`src/rtl/ariane_pkg.sv`:
```
// ariane_pkg (slice)
// Purpose : shared core types and constants used by the branch-history update
//           path.
// Contents: VLEN            - virtual address width of a branch pc
//           BHT_UPD_DEPTH   - default depth of the BHT update buffer
//           bht_update_t    - one branch resolution (valid, pc, taken)
package ariane_pkg;

  localparam int unsigned VLEN          = 64;
  localparam int unsigned BHT_UPD_DEPTH = 4;

  typedef struct packed {
    logic            valid;
    logic [VLEN-1:0] pc;
    logic            taken;
  } bht_update_t;

endpackage

```
`src/rtl/bht_update_buffer.sv`:
```
// bht_update_buffer
// Purpose : small FIFO between branch resolution in execute and the BHT.
//           Resolutions are queued in order and drained one per cycle while
//           the BHT is ready. A new resolution whose pc is already queued (and
//           is not leaving this cycle) just refreshes that entry's taken bit,
//           so no two valid entries ever share a pc. Resolutions that find the
//           queue full are dropped and counted.
// Ports   : clk_i         - clock, all state on the rising edge
//           rst_i         - synchronous active-high reset
//           flush_i       - discard every queued entry (next cycle)
//           debug_mode_i  - block new pushes, queued entries keep draining
//           resolve_i     - branch resolution from execute
//           bht_ready_i   - BHT takes bht_update_o this cycle
//           bht_update_o  - head entry (all zero when empty)
//           fill_o        - occupancy, 0..DEPTH
//           drop_cnt_o    - saturating count of dropped resolutions
module bht_update_buffer
  import ariane_pkg::*;
#(
  parameter int unsigned DEPTH      = BHT_UPD_DEPTH,
  parameter int unsigned DROP_CNT_W = 16
) (
  input  logic                     clk_i,
  input  logic                     rst_i,
  input  logic                     flush_i,
  input  logic                     debug_mode_i,
  input  bht_update_t              resolve_i,
  input  logic                     bht_ready_i,
  output bht_update_t              bht_update_o,
  output logic [$clog2(DEPTH):0]   fill_o,
  output logic [DROP_CNT_W-1:0]    drop_cnt_o
);

  localparam int unsigned PTR_W = $clog2(DEPTH);
  localparam logic [PTR_W:0] FULL_FILL = (PTR_W+1)'(DEPTH);

  logic [VLEN-1:0]       pc_q [DEPTH];
  logic [VLEN-1:0]       pc_d [DEPTH];
  logic [DEPTH-1:0]      valid_q, valid_d;
  logic [DEPTH-1:0]      taken_q, taken_d;
  logic [PTR_W-1:0]      rd_ptr_q, rd_ptr_d;
  logic [PTR_W-1:0]      wr_ptr_q, wr_ptr_d;
  logic [PTR_W:0]        fill_q, fill_d;
  logic [DROP_CNT_W-1:0] drop_cnt_q, drop_cnt_d;

  logic             push_req;
  logic             pop;
  logic             full;
  logic [DEPTH-1:0] match;
  logic             match_any;
  logic             enqueue;
  logic             drop;

  assign push_req = resolve_i.valid & ~debug_mode_i & ~flush_i;
  assign pop      = (fill_q != '0) & bht_ready_i;
  assign full     = (fill_q == FULL_FILL);

  // The head entry leaving this cycle is excluded from matching: a push with
  // its pc must become a fresh tail entry, otherwise the new outcome would be
  // lost together with the popped entry.
  for (genvar gi = 0; gi < DEPTH; gi++) begin : g_match
    assign match[gi] = valid_q[gi] && (pc_q[gi] == resolve_i.pc) &&
                       !(pop && (rd_ptr_q == PTR_W'(gi)));
  end

  assign match_any = |match;
  assign enqueue   = push_req & ~match_any & (~full | pop);
  assign drop      = push_req & ~match_any & full & ~pop;

  always_comb begin
    pc_d       = pc_q;
    valid_d    = valid_q;
    taken_d    = taken_q;
    rd_ptr_d   = rd_ptr_q;
    wr_ptr_d   = wr_ptr_q;
    fill_d     = fill_q;
    drop_cnt_d = drop_cnt_q;

    if (pop) begin
      valid_d[rd_ptr_q] = 1'b0;
      rd_ptr_d          = rd_ptr_q + PTR_W'(1);
    end

    // Coalesce in place: order and occupancy are untouched.
    if (push_req) begin
      for (int i = 0; i < DEPTH; i++) begin
        if (match[i]) taken_d[i] = resolve_i.taken;
      end
    end

    // Applied after the pop so a full queue can pop and refill the same slot.
    if (enqueue) begin
      pc_d[wr_ptr_q]    = resolve_i.pc;
      taken_d[wr_ptr_q] = resolve_i.taken;
      valid_d[wr_ptr_q] = 1'b1;
      wr_ptr_d          = wr_ptr_q + PTR_W'(1);
    end

    fill_d = fill_q + (PTR_W+1)'(enqueue) - (PTR_W+1)'(pop);

    if (drop && (drop_cnt_q != '1)) begin
      drop_cnt_d = drop_cnt_q + DROP_CNT_W'(1);
    end

    // Flush wins over everything except the drop counter.
    if (flush_i) begin
      valid_d  = '0;
      rd_ptr_d = '0;
      wr_ptr_d = '0;
      fill_d   = '0;
    end
  end

  always_ff @(posedge clk_i) begin
    if (rst_i) begin
      for (int i = 0; i < DEPTH; i++) pc_q[i] <= '0;
      valid_q    <= '0;
      taken_q    <= '0;
      rd_ptr_q   <= '0;
      wr_ptr_q   <= '0;
      fill_q     <= '0;
      drop_cnt_q <= '0;
    end else begin
      for (int i = 0; i < DEPTH; i++) pc_q[i] <= pc_d[i];
      valid_q    <= valid_d;
      taken_q    <= taken_d;
      rd_ptr_q   <= rd_ptr_d;
      wr_ptr_q   <= wr_ptr_d;
      fill_q     <= fill_d;
      drop_cnt_q <= drop_cnt_d;
    end
  end

  // Output comes from registered state only, so a push is never visible in
  // the cycle it arrives.
  always_comb begin
    bht_update_o = '0;
    if (fill_q != '0) begin
      bht_update_o.valid = 1'b1;
      bht_update_o.pc    = pc_q[rd_ptr_q];
      bht_update_o.taken = taken_q[rd_ptr_q];
    end
  end

  assign fill_o     = fill_q;
  assign drop_cnt_o = drop_cnt_q;

endmodule
```
`config.mk`:
```
export PLATFORM = sky130hd
export DESIGN_NAME = bht_update_buffer
export DESIGN_NICKNAME = d
export VERILOG_FILES = /design/src/rtl/ariane_pkg.sv /design/src/rtl/bht_update_buffer.sv
export SDC_FILE = /design/constraint.sdc
export NUM_CORES = 1
export LEC_CHECK = 0
export ABC_AREA = 1
export CAP_MARGIN = 20
export CORE_MARGIN = 4
export CORE_UTILIZATION = 59
export CTS_BUF_LIST = sky130_fd_sc_hd__clkbuf_8 sky130_fd_sc_hd__clkbuf_16
export DETAILED_ROUTE_END_ITERATION = 8
export PLACE_DENSITY = 0.92
export REMOVE_ABC_BUFFERS = 1
export SETUP_SLACK_MARGIN = 0.15
export SYNTH_ARGS = -nofsm -noshare
export SYNTH_HDL_FRONTEND = slang
export SYNTH_SLANG_ARGS = --single-unit
```
`constraint.sdc`:
```
create_clock -name clk_i -period 3.85 [get_ports clk_i]
set_input_delay 0.77 -clock clk_i [delete_from_list [all_inputs] [get_ports clk_i]]
set_output_delay 0.77 -clock clk_i [all_outputs]
set_load 0.005 [all_outputs]
```
# After elaboration in Yosys (flattened, before gate mapping)
# Cells that the tools add are included.
dict set report classes {
  n_mul 0
  bitwise 18
  addsub 5
  n_lt_le_gt_ge 7
  n_reduce_logical 24
  n_eq_ne 9
  shifts 0
  div 0
  muxes 22
}
# op count
set ops {}
lappend ops {{$bwmux 256} 1}
lappend ops {{$eq 64x64->1} 4}
lappend ops {{$mux 64} 3}
lappend ops {{$bmux 64 s2} 1}
lappend ops {{$demux 64 s2} 1}
lappend ops {{$mux 66} 1}
lappend ops {{$add 16x1->16 const B} 1}
lappend ops {{$logic_and 1x1->1} 16}
lappend ops {{$mux 4} 4}
lappend ops {{$ne 16x16->1 const B} 1}
lappend ops {{$and 1x1->1} 7}
lappend ops {{$mux 1} 7}
lappend ops {{$ge 3x3->1 const B} 2}
lappend ops {{$lt 2x3->1 const B} 2}
lappend ops {{$not 2->3} 2}
lappend ops {{$not 1->1} 5}
lappend ops {{$add 2x1->2 const B} 2}
lappend ops {{$and 4x4->4} 1}
lappend ops {{$bwmux 4} 1}
lappend ops {{$demux 1 s2} 2}
lappend ops {{$eq 2x2->1 const B} 2}
lappend ops {{$ge 2x1->1 const B} 2}
lappend ops {{$logic_not 1->1} 4}
lappend ops {{$not 4->4} 1}
lappend ops {{12 further kinds} 12}
dict set report word_totals {
  latchBits 0
  wordCells 95
  n_memories 0
  register_bits 287
  mem_bits_ro 0
  output_inout_bits 85
  ram_bits 0
  in_bits 71
}

# Logic depth before layout (Yosys ltp)
dict set report logic_depth {
  depth_word 11
  mapped_depth 23
  ltp_nobuf 20
}

# Least setup slack after synthesis
# No wires, ideal clock.
dict set report synth_timing {
  kind {reg-to-reg}
  start {register rd_ptr_q[0]}
  end {register fill_q[2] (netlist: fill_o[2])}
  setup_slack_ns 0.570
  stages_incl_launch_ff 24
  setup_time_ns 0.117
  arrival_ns 3.163
  period_less_slack_ns 3.280
  required_ns 3.733
  path_cell_list {dfxtp_1 > clkbuf_1 > inv_1 > clkbuf_1 > clkbuf_1 > ha_1 > nor2_1 > nand3_1 > nand2_1 > nand3_1 > nor2_1 > nand3_2 > nand3_2 > nor2_4 > buf_6 > nand2_1 > ha_1 > inv_1 > ha_1 > inv_1 > fa_1 > xor2_1 > inv_1 > nor2_1}
}
dict set report synth_via {
  elab_chain_len 10
  word_cells_on_any_way 22
}
# element line
set synth_lines {}
lappend synth_lines {{start: declaration} bht_update_buffer.sv:41} ;# logic [PTR_W-1:0] rd_ptr_q, rd_ptr_d;
lappend synth_lines {{start signal: assignment} bht_update_buffer.sv:127} ;# rd_ptr_q <= rd_ptr_d;
lappend synth_lines {{$eq 2x1->1 (tied with other cells)} bht_update_buffer.sv:63} ;# !(pop && (rd_ptr_q == PTR_W'(gi)));
lappend synth_lines {{$logic_and 1x1->1} bht_update_buffer.sv:63}
lappend synth_lines {{$logic_not 1->1} bht_update_buffer.sv:63}
lappend synth_lines {{$logic_and 1x1->1} bht_update_buffer.sv:62} ;# assign match[gi] = valid_q[gi] && (pc_q[gi] == resolve_i.pc) &&
lappend synth_lines {{$reduce_or 4->1 *} bht_update_buffer.sv:66} ;# assign match_any = |match;
lappend synth_lines {{$not 1->1 *} bht_update_buffer.sv:67} ;# assign enqueue = push_req & ~match_any & (~full | pop);
lappend synth_lines {{$and 1x1->1 * (2 in a row)} bht_update_buffer.sv:67}
lappend synth_lines {{$add 3x1->3 *} bht_update_buffer.sv:99} ;# fill_d = fill_q + (PTR_W+1)'(enqueue) - (PTR_W+1)'(pop);
lappend synth_lines {{$sub 3x1->3 *} bht_update_buffer.sv:99}
lappend synth_lines {{end signal: assignment} bht_update_buffer.sv:129} ;# fill_q <= fill_d;
lappend synth_lines {{end: declaration} bht_update_buffer.sv:43} ;# logic [PTR_W:0] fill_q, fill_d;
# Mark *: on every way between the ends. The rest lies on a longest branch, timed or not.
# A chain may end at the register's enable or synchronous reset.

# Worst setup path after layout
dict set report layout_timing {
  start {input resolve_i[19] (netlist name)}
  end {register fill_q[2] (netlist: fill_o[2])}
}
dict set report layout_via {
  elab_chain_len 9
  word_cells_on_any_way 18
}
# element line
set layout_lines {}
lappend layout_lines {{start: declaration} bht_update_buffer.sv:27} ;# input bht_update_t resolve_i,
lappend layout_lines {{$eq 64x64->1} bht_update_buffer.sv:62}
lappend layout_lines {{$logic_and 1x1->1 (2 in a row)} bht_update_buffer.sv:62}
lappend layout_lines {{$reduce_or 4->1 *} bht_update_buffer.sv:66}
lappend layout_lines {{$not 1->1 *} bht_update_buffer.sv:67}
lappend layout_lines {{$and 1x1->1 * (2 in a row)} bht_update_buffer.sv:67}
lappend layout_lines {{$add 3x1->3 *} bht_update_buffer.sv:99}
lappend layout_lines {{$sub 3x1->3 *} bht_update_buffer.sv:99}
# Marks and branches as above.

==> summary.txt <==
CP arrival: 4.05 ns
Top Ports: 156
Post-CTS Hold Buffers: 0
First-pass GRT wire length: 86100 um
Synth top area share: 32.0%
Final #Nets: 3217
TritonCTS clock tree: done
Largest net degree at the start of global routing: 112
Worst Setup End Kind: register
Static leakage: 10.0 nW
Wire per inst: 15.1 um
Initial antenna violation count: 2
FP Rows: 63
Die area: 33300 um^2
Dpl hpwl: 34700 um
FMAX: 273 MHz
Sequential share of the synthesized area: 32.0%
Final Setup Violations: 0
Root Buffer: clkbuf_16
Crit Path Class: input port to register
Hold Vio Cnt, Final: 0
Startpoint types: input port
PD cells: 339 nW/um^2
CTS Sinks: 287
Hold crit path type: register to register
Width of the die: 182 um
Area delta synth->final: 17.1%
Total Wirelength: 53500 um
Number of remaining DRC errors: 0
Post-DRT Antenna Nets: 0
Remaining Overflow, GRT: 0
Vias per cell: 5.51
Clk_lat worst skew: 0.52 ns
Drt first pass iters: 9
Top_reg_cell synth: dfxtp_1
Worst clock skew: 0.0204 ns
Detailed Route Iter0 Violations: 2034
Commonest cells post-synth: 1000 x nand2_1, 585 x nor2_1, 287 x dfxtp_1
Ys Warns: 0
Largest area contributor in the netlist: dfxtp_1
Final worst path period share: 95.0%
Slew HR: 35.7%
Slowest stage cell, crit path: clkdlybuf4s50_1
CP peak stage delay: 0.62 ns
CTS Buffer Depth: 3
GRT Total Usage: 30.4%
Status: complete, no violations
Setup Fix Bufs, Post-CTS: 0
Distinct cells, synth: 27
Placeable Area: 29800 um^2
Post-synth ARST share: 0%
Worst path cell trace: clkdlybuf4s50_1, inv_2, nand2_1, nand2_1, nor2_1, nand2_1, nor2_1, nand2_1, nor2_1, nand3_2, nand3_2, nor2_4, nand2_1, ha_1, inv_1, ha_1, inv_1, fa_1, xor2_1, inv_1, nor2_1
Avg Synthesized Cell Area: 5.86 um^2
Worst hold slack: 0.491 ns
Resized Gates After CTS: 0
Total vias in the final route: 19564
Max-slew violation count: 0
RSZ-0062 raised after global routing: true
Reg clk slew, reported paths: 0.06 ns
Required @ worst endpoint: 4.25 ns
Share of layout cells above drive strength 1: 6.49%
Fin util: 70.5%
Number of synthesized flops with an enable pin: 0
Die Y: 182 um
Synth Cell Area: 17900 um^2
Vias in the first global route: 18486
H-tree Lvls: 2
Peak VDD IR: 0.293 mV
Top-count cell post-synth: nand2_1
Top cells by area, synth: dfxtp_1 32%, nand2_1 21%, nor2_1 12%
Yosys reg bits: 287
Max Cap Viol: 0
Worst slew pin tran: 0.965 ns
Total CTS buffers: 34
PortBufs: 155
Initial Util: 60.2%
CP max FO: 7
Fin crit period: 3.66 ns
Final Wtd Congestion: 0.939
Cell count after synthesis: 3062
Pwr Total: 7.13 mW
Most used cell along the critical path: nand2_1
-- worst max-delay path, delay by kind of cell --
| kind | cells | cell delay, ns |
|---|---|---|
| fa+ha+maj | 3 | 0.76 |
| xor+xnor | 1 | 0.17 |
| buf+inv | 5 | 0.85 |
| simple gates | 12 | 1.49 |
-- cell families (layout without fill, tap and decap cells) --
logic type / after synthesis / in the layout / synth area share [%]
AOI/OAI and AO/OA: 400 / 400 / 11.2
xor gates and xnor gates: 92 / 92 / 4.49
adders and majority gates: 12 / 12 / 0.878
buffers and inverters: 531 / 627 / 12.8
DFF: 287 / 287 / 32.0
other: 0 / 3 / 0
and+or+nand+nor: 1740 / 1740 / 38.7
-- flip-flops by register name (all words and copies together) (netlist names) --
register,count
taken_q,4
fill_o,3
pc_q,256
wr_ptr_q,2
valid_q,4
drop_cnt_o,16
rd_ptr_q,2
-- area by class of cell --
class	count	area [um^2]
clock buffers	45	1040
diodes	3	7.51
repair buffers	252	2490
multi-input cells	2244	9940
flip-flops and latches	287	5750
clock inverters	15	115
well taps	390	488
fillers	2400	8780
inverters	315	1190
-- cells in the final DEF (no fill, tap or decap), types with 4 or more instances in the layout --
master and instances:
a21oi_1 263, buf_4 79, o21ai_0 136, clkbuf_16 37, nand3_2 7, xnor2_1 23
ha_1 11, buf_12 14, nor3_1 9, inv_2 35, nand4_1 109, nand2_1 1000
nor2_1 584, nand3_1 20, dlymetal6s2s_1 5, xor2_1 69, clkdlybuf4s50_1 149, dfxtp_1 285
clkinv_2 5, nand3_4 4, inv_1 285, clkbuf_8 8
-- metrics by stage --
step / cell area, um^2 / cells / setup slack, ns / setup TNS (ns)
finish: 21000 / 3551 / 0.192 / 0
global route: 21000 / 3548 / 0.0617 / 0
CTS: 21000 / 3548 / 0.226 / 0
detailed placement: 19800 / 3488 / -0.303 / -34.96
global placement: 19800 / 3488 / -0.158 / -8.69
floorplan: 16800 / 2846 / -3.38 / -1038.72
-- final timing paths --
check / to / slack (ns) / cells past startpoint / from
worst min register to register: pc_q[47] / 0.49 / 2 / pc_q[47]
worst max-delay path: fill_o[2] / 0.19 / 21 / resolve_i[19]
worst min-delay path: pc_q[47] / 0.49 / 2 / pc_q[47]
worst max register to register: pc_q[255] / 0.50 / 17 / rd_ptr_q[1]
-- where the power goes --
group | internal (mW) | total [mW] | leakage, nW | switching [mW]
registers | 3.01 | 3.05 | 2.32 | 0.0344
logic | 0.296 | 0.782 | 7.10 | 0.486
clock network | 2.01 | 3.30 | 0.604 | 1.29
total | 5.32 | 7.13 | 10.0 | 1.81
-- layer usage --
| layer | GRT usage, % | up-vias | part of all wire [%] |
|---|---|---|---|
| li1 | - | 9548 | - |
| met1 | 37.5 | 8871 | 40 |
| met3 | 4.74 | 182 | 8.8 |
| met5 | 0 | - | 0.024 |
| met2 | 52.5 | 961 | 47 |
| met4 | 13.7 | 2 | 4.1 |
No activity file was read; power rests on OpenSTA's default activity.
==> edit (same settings) <==
`DROP_CNT_W`: 16 -> 24.
--- a/src/rtl/bht_update_buffer.sv
+++ b/src/rtl/bht_update_buffer.sv
@@ -20,3 +20,3 @@
   parameter int unsigned DEPTH      = BHT_UPD_DEPTH,
-  parameter int unsigned DROP_CNT_W = 16
+  parameter int unsigned DROP_CNT_W = 24
 ) (
Ports: changed (resized drop_cnt_o); port bits go from 156 to 164. The function was not compared with the original's and may differ.
==> edit against the unedited design <==
Design area up 7.9%. Sequential cell count up 8. Setup slack better by 0.14 ns. Wire length up 4.0%. Total power up 6.3%. Clock skew up 0.0015 ns. Fmax up 4.1%. Area after synthesis up 6.7%. Combinational power up 14%. Utilization up 0.79 points. Count of clock-buffer cells in the layout up 1. Highest routed layer unchanged.
==> edit: results <==
export IMPL_multi_input_area_um2=10600
export IMPL_layout_drive_gt1_share=0.0803
export IMPL_setup_worst_path_start="fill_o[1]"
export IMPL_holdPathEnd="drop_cnt_o[22]"
export IMPL_ys_top_cells_by_area="dfxtp_1 31%, nand2_1 21%, nor2_1 13%"
export IMPL_pre_cts_slack_ns=-0.107
export IMPL_firstDrtPassIters=7
export IMPL_ys_types=39
export IMPL_avgSynthCellArea_um2=5.87
export IMPL_regMostFlops="pc_q"
export IMPL_status="completed"
export IMPL_setup_slack_ns=0.335
export IMPL_place_area_um2=21400
export IMPL_antenna_found_initial=4
export IMPL_gr_usage_met3=0.0480
export IMPL_holdCritStartpoint="drop_cnt_o[22]"
export IMPL_vias=20558
export IMPL_grt_pass1_vias=18967
export IMPL_yosys_top_cells_count="1066 x nand2_1, 667 x nor2_1, 331 x inv_1"
export IMPL_worst_slew_pin_slew_ns=0.821
export IMPL_endpoint="bht_update_o[57]"
export IMPL_crit_family="buffers and inverters"
export IMPL_slowest_stage="clkdlybuf4s50_1"
export IMPL_slowest_delay_ns=0.57
export IMPL_grt_max_degree=107
export IMPL_leakage_nw=11.1
export IMPL_grt_util_all_layers=0.303
export IMPL_r2r_start="rd_ptr_q[0]"
export IMPL_pwr_density_cell_nw_per_um2=334
export IMPL_p_clk_frac=0.468
export IMPL_grtUsageMet1=0.391
export IMPL_worstReg2RegEnd="fill_o[2]"
export IMPL_finalNetCount=3495
export IMPL_ff2ff_path_depth=16
export IMPL_cp_max_fo=29
export IMPL_synth_xor_area_frac=0.0531
export IMPL_grt_pass1_wl_mm=91.0
export IMPL_hp_class="reg2reg"
export IMPL_synth_compound_area_frac=0.0978
export IMPL_dp_cells=3809
export IMPL_hold_slack_ns=0.499
export IMPL_r2r_slack_ns=0.54
export IMPL_ys_seq_area_frac=0.308
export IMPL_met2_usage=0.508
export IMPL_instances_no_fill=3877
export IMPL_cts_buffers=36
export IMPL_cp_arrival_ns=2.75
export IMPL_gp_congestion=0.957
export IMPL_p_int_w=0.00564
export IMPL_ir_worst_vdd_uv=255
export IMPL_synthAdderAreaFrac=0.00823
export IMPL_num_fill_cells=2541
export IMPL_yosysWarnings=0
export IMPL_routedWlPerCell_um=14.4
[edit: changes by cell type in the layout (fill, tap and decap cells not counted), sizes merged, moves of 10 or more]
cell,unedited run,this run
a21oi,263,233
buf,98,160
inv,322,375
xor2,69,59
xnor2,23,57
nor2,586,672
nand3,31,54
nand4,109,64
nand2,1002,1069
[edit: repair_timing]
action	CTS	global route
endpoints found under the setup margin	0	2
gates resized for setup	0	10
buffers inserted	0	0
[edit: area by class of cell]
cell class	count	area share
Sequential cell	295	0.261
Clock inverter	19	0.00844
Multi-Input combinational cell	2390	0.467
Inverter	366	0.0609
Tap cell	435	0.0240
Antenna cell	3	0.000331
Clock buffer	46	0.0463
Timing Repair Buffer	323	0.132
[edit: layer usage]
layer / share of wire / vias up
li1: - / 10201
met1: 0.41 / 9179
met2: 0.46 / 999
met3: 0.093 / 175
met4: 0.036 / 4
met5: 0.00047 / -
